`config.mk`:
```
export PLATFORM = sky130hd
export DESIGN_NAME = lg_eval_arbiter
export DESIGN_NICKNAME = d
export VERILOG_FILES = /design/src/rtl/lg_eval_pkg.sv /design/src/rtl/lg_eval_core.sv /design/src/rtl/lg_eval_arbiter.sv
export SDC_FILE = /design/constraint.sdc
export NUM_CORES = 1
export LEC_CHECK = 0
export ABC_AREA = 1
export BUFFER_PORTS_ARGS = -buffer_cell sky130_fd_sc_hd__clkbuf_2
export CAP_MARGIN = 20
export CELL_PAD_IN_SITES_DETAIL_PLACEMENT = 1
export CELL_PAD_IN_SITES_GLOBAL_PLACEMENT = 2
export CORE_ASPECT_RATIO = 0.5
export CORE_MARGIN = 3
export CORE_UTILIZATION = 32
export CTS_CLUSTER_SIZE = 20
export DETAILED_ROUTE_END_ITERATION = 10
export HOLD_SLACK_MARGIN = 0.06
export PLACE_DENSITY = 0.95
export SLEW_MARGIN = 20
export SYNTH_ARGS = -nofsm -noshare
export SYNTH_HDL_FRONTEND = slang
export SYNTH_SLANG_ARGS = --single-unit
```
`constraint.sdc`:
```
create_clock -name clk -period 2.5 [get_ports clk]
set_input_delay 0.625 -clock clk [delete_from_list [all_inputs] [get_ports clk]]
set_output_delay 0.625 -clock clk [all_outputs]
set_load 0.1 [all_outputs]
```
`src/rtl/lg_eval_pkg.sv`:
```
// Shared constants, field positions and FSM encoding for the gate-evaluation arbiter.
package lg_eval_pkg;

  localparam int OPND_W = 6;

  // Operand bit positions, {a,b,c,d,e,f} with a at the MSB
  localparam int A_IDX = 5;
  localparam int B_IDX = 4;
  localparam int C_IDX = 3;
  localparam int D_IDX = 2;
  localparam int E_IDX = 1;
  localparam int F_IDX = 0;

  typedef enum logic {
    ST_IDLE = 1'b0,
    ST_EVAL = 1'b1
  } state_e;

  function automatic int IDX_W(input int n);
    return (n <= 2) ? 1 : $clog2(n);
  endfunction

endpackage

```
`src/rtl/lg_eval_core.sv`:
```
// Shared 6-input gate network; purely combinational, driven from the captured operand register.
module lg_eval_core
  import lg_eval_pkg::*;
(
  input  logic [OPND_W-1:0] op,
  output logic              y
);

  logic t1;
  logic t2;
  logic t3;

  assign t1 = ~(op[A_IDX] & op[B_IDX]);
  assign t2 = op[C_IDX] & ~op[B_IDX] & op[D_IDX];
  assign t3 = ~(op[E_IDX] | op[F_IDX]);
  assign y  = ~(t1 & t2 & t3);

endmodule

```
`src/rtl/lg_eval_arbiter.sv`:
```
// Round-robin owner of the shared gate core: capture winner operands, wait SETTLE cycles,
// then return the sampled result with a one-cycle done pulse tagged by requester index.
module lg_eval_arbiter
  import lg_eval_pkg::*;
#(
  parameter int N_REQ  = 4,
  parameter int SETTLE = 2
) (
  input  logic                       clk,
  input  logic                       rst_n,
  input  logic [N_REQ-1:0]           req,
  input  logic [OPND_W*N_REQ-1:0]    opnd,
  output logic [N_REQ-1:0]           gnt,
  output logic                       done,
  output logic [IDX_W(N_REQ)-1:0]    done_id,
  output logic                       y_out,
  output logic                       busy
);

  localparam int IW = IDX_W(N_REQ);

  state_e            state_q, state_d;
  logic [N_REQ-1:0]  gnt_q, gnt_d;
  logic              done_q, done_d;
  logic [IW-1:0]     done_id_q, done_id_d;
  logic              y_q, y_d;
  logic [IW-1:0]     ptr_q, ptr_d;
  logic [IW-1:0]     idx_q, idx_d;
  logic [3:0]        cnt_q, cnt_d;
  logic [OPND_W-1:0] op_q, op_d;

  logic              core_y;
  logic [IW-1:0]     win;

  // First asserted request at or above p, wrapping modulo N_REQ
  function automatic logic [IW-1:0] rr_pick(input logic [N_REQ-1:0] r, input logic [IW-1:0] p);
    logic [IW-1:0] w;
    logic          found;
    int            j;
    w     = p;
    found = 1'b0;
    for (int k = 0; k < N_REQ; k++) begin
      j = int'(p) + k;
      if (j >= N_REQ) j = j - N_REQ;
      if (!found && r[j]) begin
        found = 1'b1;
        w     = j[IW-1:0];
      end
    end
    return w;
  endfunction

  lg_eval_core u_core (
    .op (op_q),
    .y  (core_y)
  );

  always_comb begin
    state_d   = state_q;
    gnt_d     = gnt_q;
    done_d    = 1'b0;
    done_id_d = done_id_q;
    y_d       = y_q;
    ptr_d     = ptr_q;
    idx_d     = idx_q;
    cnt_d     = cnt_q;
    op_d      = op_q;
    win       = rr_pick(req, ptr_q);

    case (state_q)
      ST_IDLE: begin
        if (|req) begin
          gnt_d      = '0;
          gnt_d[win] = 1'b1;
          op_d       = opnd[int'(win)*OPND_W +: OPND_W];
          idx_d      = win;
          cnt_d      = 4'(SETTLE);
          state_d    = ST_EVAL;
        end
      end
      ST_EVAL: begin
        if (cnt_q != 4'd0) begin
          cnt_d = cnt_q - 4'd1;
        end else begin
          y_d       = core_y;
          done_d    = 1'b1;
          done_id_d = idx_q;
          gnt_d     = '0;
          ptr_d     = (idx_q == IW'(N_REQ - 1)) ? '0 : idx_q + IW'(1);
          state_d   = ST_IDLE;
        end
      end
    endcase
  end

  always_ff @(posedge clk or negedge rst_n) begin
    if (!rst_n) begin
      state_q   <= ST_IDLE;
      gnt_q     <= '0;
      done_q    <= 1'b0;
      done_id_q <= '0;
      y_q       <= 1'b0;
      ptr_q     <= '0;
      idx_q     <= '0;
      cnt_q     <= 4'd0;
      op_q      <= '0;
    end else begin
      state_q   <= state_d;
      gnt_q     <= gnt_d;
      done_q    <= done_d;
      done_id_q <= done_id_d;
      y_q       <= y_d;
      ptr_q     <= ptr_d;
      idx_q     <= idx_d;
      cnt_q     <= cnt_d;
      op_q      <= op_d;
    end
  end

  assign gnt     = gnt_q;
  assign done    = done_q;
  assign done_id = done_id_q;
  assign y_out   = y_q;
  assign busy    = (state_q == ST_EVAL);

endmodule

```
### Word-level counts from Yosys, hierarchy flattened

Cells that the tools add are included.

* register bits after elaboration: 23
* logic and storage cells: 96
* output and inout port bits: 9

* equality and inequality tests: 4
* order comparisons: 10
* add/subtract/negate cells: 9
* shift operators: 1
* multiplexer cells: 37
* reduce and logical (&&, ||, !) cells: 13
* multiply operators: 1
* bitwise gates (word level): 12

Operators with widths (number)
* less-than comparator 32 x 4 -> 1 bit, second input constant: 4
* two-way mux 32 bit: 4
* indexed part select 24 x 6 -> 6 bit: 1
* two-way mux 1 bit: 16
* two-way mux 4 bit: 4
* one-hot mux 4 bit (2 select lines): 2
* subtractor 3 x 3 -> 4 bit, second input constant: 3
* two-way mux 2 bit: 5
* greater-or-equal comparator 3 bit, second input constant: 3
* binary-select mux 1 bit (select 2 bit): 4
* AND reduction 2 bit: 4
* adder 2 x 2 -> 3 bit, second input constant: 2
* inverter 1 bit: 6
* bitwise AND 1 bit: 5
* logical AND 1 bit: 4
* multiplier 2 x 2 -> 4 bit, second input constant: 1
* inequality test 2 bit, second input constant: 2
* nonzero test 4 bit: 1
* OR reduction 4 bit: 1
* subtractor 2 x 3 -> 4 bit, second input constant: 1
* subtractor 4 x 1 -> 4 bit, second input constant: 1
* adder 2 x 1 -> 3 bit, second input constant: 1
* greater-or-equal comparator 2 x 3 -> 1 bit, second input constant: 1
* zero test 1 bit: 3
* 8 further kinds: 8

### Longest topological paths before layout

* depth in word-level cells: 21
* gate-level depth with buffers: 17
* gate-level depth less buffers: 15

### Hierarchy

A second synthesis with hierarchy kept.

* cells, all modules: 239
* area, all modules: 1652.8 sq um

By module, submodules not included
* lg_eval_arbiter: cells each 235, instances 1, area each 1636.6 sq um, sequential area each 575.6 sq um
* lg_eval_core: cells each 4, instances 1, area each 16.3 sq um, sequential area each 0.0 sq um

### Worst setup path before layout

Ideal clock, no wire load.

* kind: reg-to-reg
* start point: register state_q (netlist: busy)
* end point: register done_id_q[0] (netlist: done_id[0])
* cell stages (with the launch flop): 7
* data arrival time: 1.803 ns
* buffers on the path: 0
* slack: 0.577 ns
* clock period less this slack: 1.923 ns
* library setup time: 0.120 ns
* required time: 2.380 ns
* cell sequence: dfrtp_1 inv_1 nor2_1 clkinv_1 nor2_1 inv_1 o21a_1

* word-level cells in the longest chain between the ends: 1

RTL lines
* from (decl): RTL line lg_eval_arbiter.sv:22 `state_e state_q, state_d;`
* from (signal assigned): RTL line lg_eval_arbiter.sv:108 `state_q <= state_d;`
* AND reduction 2 bit (no line)
* to (signal assigned): RTL line lg_eval_arbiter.sv:111 `done_id_q <= done_id_d;`
* to (decl): RTL line lg_eval_arbiter.sv:25 `logic [IW-1:0] done_id_q, done_id_d;`

No other way between the ends.
A chain may end at the register's enable or synchronous reset.

### Final worst setup path

* start point: register ptr_q[0]
* end point: register op_q[0]

* word-level cells in the longest chain between the ends: 17

RTL lines
* from (decl): RTL line lg_eval_arbiter.sv:27 `logic [IW-1:0] ptr_q, ptr_d;`
* from (signal assigned): RTL line lg_eval_arbiter.sv:113 `ptr_q <= ptr_d;`
* parallel branches: the longest is 14 deep, another holds subtractor 3 x 3 -> 4 bit
* two-way mux 2 bit *: RTL line lg_eval_arbiter.sv:45 `if (!found && r[j]) begin`
* multiplier 2 x 2 -> 4 bit *: RTL line lg_eval_arbiter.sv:75 `op_d = opnd[int'(win)*OPND_W +: OPND_W];`
* indexed part select 24 x 6 -> 6 bit *: RTL line lg_eval_arbiter.sv:75
* to (signal assigned): RTL line lg_eval_arbiter.sv:116 `op_q <= op_d;`
* to (decl): RTL line lg_eval_arbiter.sv:30 `logic [OPND_W-1:0] op_q, op_d;`

Every way passes the cells marked *. The select of a mux whose other input is x is not followed.

==> impl_metrics.tcl <==
set metrics [dict create \
    synth_warnings 0 \
    totalNegativeSetupSlack_ns 0 \
    status "complete, no violations" \
    coreArea_um2 4658 \
    htreeDepth 1 \
    worstPathRequired_ns 2.65 \
    p_leak_nw 1.050 \
    cts_root_buf "clkbuf_8" \
    grt_pass1_wl_um 6920 \
    min_period_ns 2.049 \
    peakVddDrop_uv 617.8 \
    r2r_cells 14 \
    routed_wl_um 4097 \
    grt_pass1_vias 1519 \
    grt_max_degree 23 \
    seqCellArea_um2 550.5 \
    num_antenna_cells 0 \
    reg2reg_to "op_q[0]$_DFFE_PN0P_" \
    nets 288 \
    drt-wirelength-per-cell_um 12.84 \
    drive_gt1_share_pct 30.83 \
    worst_slew_margin_rel_pct 63.84 \
    cts.clk_slew.worst_paths_ns 0.08 \
    clk_path_buf_depth 2 \
    worstPathArrival_ns 2.20 \
    r2r_setup_slack_ns 0.45 \
    syn_inst 222 \
    die_h_um 56.65 \
    max_cap_violations 0 \
    max_clock_freq_mhz 488.0 \
    cp-startpoint "ptr_q[0]$_DFFE_PN0P_" \
    synth_nets 255 \
    start_kind "flip-flop" \
    initial_core_util_pct 35.24 \
    clock-skew-final_ns 0.006283 \
    worst_pin_slew_ns 0.5424 \
    core.rowCount 17 \
    synth_cell_types 30 \
    cts_inserted_buffers 3 \
    regToRegStartpoint "ptr_q[0]$_DFFE_PN0P_" \
    grt_antenna_before_repair 0 \
    drt-initial-drc-count 53 \
    path_max_fanout 12 \
    finalCritPeriodShare_pct 81.96 \
    synth_seq_cells 22 \
    pin_count 39 \
    drc_errors 0 \
    port_buffers 34 \
    cellPowerDensity_nw_per_um2 1597 \
    fillers 601 \
    avgViaCountPerCell 4.699 \
    overflow 0 \
    grt_usage_pct 13.90 \
    post_cts_buffers 0 \
    vias 1499 \
    dr.pass1.iters 4 \
    avgSynthCellArea_um2 7.394 \
    setup.worst_path.end_class "flip-flop" \
    clkSinkCount 22 \
    crit_path_end "op_q[0]$_DFFE_PN0P_" \
    area_growth_pct 13.87 \
    setup_viol 0 \
    clock_latency_ns 0.26 \
    postCtsHoldBufs 0 \
    die_w_um 107.3 \
    slew_viol_final 0 \
    hpwl_um 3332 \
    min_path_type "input port to asynchronous set/reset pin" \
    cts_resized 0 \
    multi_input_area_um2 935.9 \
    rsz0062_at_grt "no" \
    power_w 0.002985 \
    ant_nets 0 \
    seq_area_frac_synth_pct 33.54 \
    die_area_um2 6077 \
    timing.final.hold_violations 0 \
    worstSetupPathType "flip-flop to flip-flop" \
    synth_area_um2 1642 \
    cts_tree "built" \
    place_congestion 0.7629 \
]
[critical path, stage by stage (launching register included)]
cell and delay, ns:
dfrtp_1 0.39, inv_2 0.21, nand2_1 0.10, nand2_2 0.12, nand2_1 0.07, nand2_2 0.10, nand2_4 0.06, nor2_4 0.13
nand2_2 0.25, nand3_1 0.18, nand2_1 0.07, nand2_1 0.05, nand2_1 0.08, nand2_1 0.06, nand2_1 0.05
[report_power, final]
part | switching (W) | internal (W) | total [W]
Clock | 0.000108 | 0.000107 | 0.000215
Combinational | 0.00156 | 0.000576 | 0.00213
Sequential | 0.000117 | 0.000518 | 0.000635
Total | 0.00178 | 0.00120 | 0.00298
[area by class of cell]
cell class | instances | share of cell area, %
timing repair buffer | 36 | 9.906
clock buffer | 3 | 2.209
inverter | 19 | 3.949
multi-input combinational | 173 | 50.07
sequential | 22 | 29.45
tap | 66 | 4.418
[registers in the layout, indices dropped and copies added, names as in the netlist]
name,flops
busy,1
y_out,1
ptr_q,2
op_q,5
idx_q,2
cnt_q,4
done_id,2
done,1
gnt,4
[metrics by stage]
step                worst slack, ns  hold slack (ns)  instance area (um^2)  utilization (%)  instances
global placement             0.3929           0.4600                  1828            39.24        316
floorplan                    0.5766           0.3294                  1642                -        222
CTS                          0.4450           0.3503                  1869            40.13        319
finish                       0.4510           0.3317                  1869            40.13        319
detailed placement           0.3155           0.4818                  1828            39.24        316
global route                 0.2581           0.3705                  1869            40.13        319
[cell usage after synthesis]
library cell,number,area share [%]
nand2_1,85,19
nand3_1,30,9.1
dfrtp_1,22,34
nand2_2,16,6.1
inv_1,13,3.0
nand3_2,8,4.9
o21ai_0,7,2.1
nand2_4,6,4.1
buf_6,4,2.7
inv_2,4,0.91
ha_1,3,2.3
nor2_1,3,0.69
o22ai_1,3,1.1
nor3_1,2,0.61
a31oi_1,1,0.38
a41oi_2,1,0.99
buf_12,1,1.2
buf_2,1,0.30
buf_4,1,0.46
clkbuf_1,1,0.23
clkinv_1,1,0.23
inv_4,1,0.38
nand2_8,1,1.2
nand3b_1,1,0.46
nor2_4,1,0.69
o21a_1,1,0.46
o31ai_1,1,0.46
o31ai_2,1,0.76
xnor2_1,1,0.53
xor2_1,1,0.53
[cell families (layout without fill, tap and decap cells)]
| logic type | count (synthesis) | count (layout) | share of synthesized area (%) |
|---|---|---|---|
| simple gates | 153 | 153 | 47.33 |
| compound gates | 15 | 15 | 6.327 |
| flops | 22 | 22 | 33.54 |
| buf+inv | 27 | 58 | 9.451 |
| fa+ha+maj | 3 | 3 | 2.287 |
| xor+xnor | 2 | 2 | 1.067 |
[cells in the final DEF, fill, tap and decap left out, types with 2 or more instances in the layout]
master	count
nand3_2	8
nand2_2	16
inv_2	4
o21ai_0	7
ha_1	3
buf_4	2
nand2_4	6
dfrtp_1	22
o22ai_1	3
clkbuf_2	34
nand2_1	85
nor2_1	3
nor3_1	2
inv_1	13
nand3_1	30
clkbuf_8	3
[routing by layer]
layer | track usage, % | wire [um] | vias to the layer above
li1 | - | - | 775
met1 | 19.76 | 2136 | 699
met2 | 22.76 | 1829 | 20
met3 | 1.378 | 94 | 5
met4 | 3.279 | 36 | 0
met5 | 0 | 0 | -
[worst min-delay path by stage]
stage / start / end
floorplan: rst_n / busy$_DFF_PN0_
global placement: op_q[4]$_DFFE_PN0P_ / op_q[4]$_DFFE_PN0P_
detailed placement: op_q[1]$_DFFE_PN0P_ / op_q[1]$_DFFE_PN0P_
CTS: rst_n / op_q[2]$_DFFE_PN0P_
global route: rst_n / ptr_q[0]$_DFFE_PN0P_
finish: rst_n / gnt[2]$_DFFE_PN0P_
Note: power is estimated with default switching activity, not from simulation.
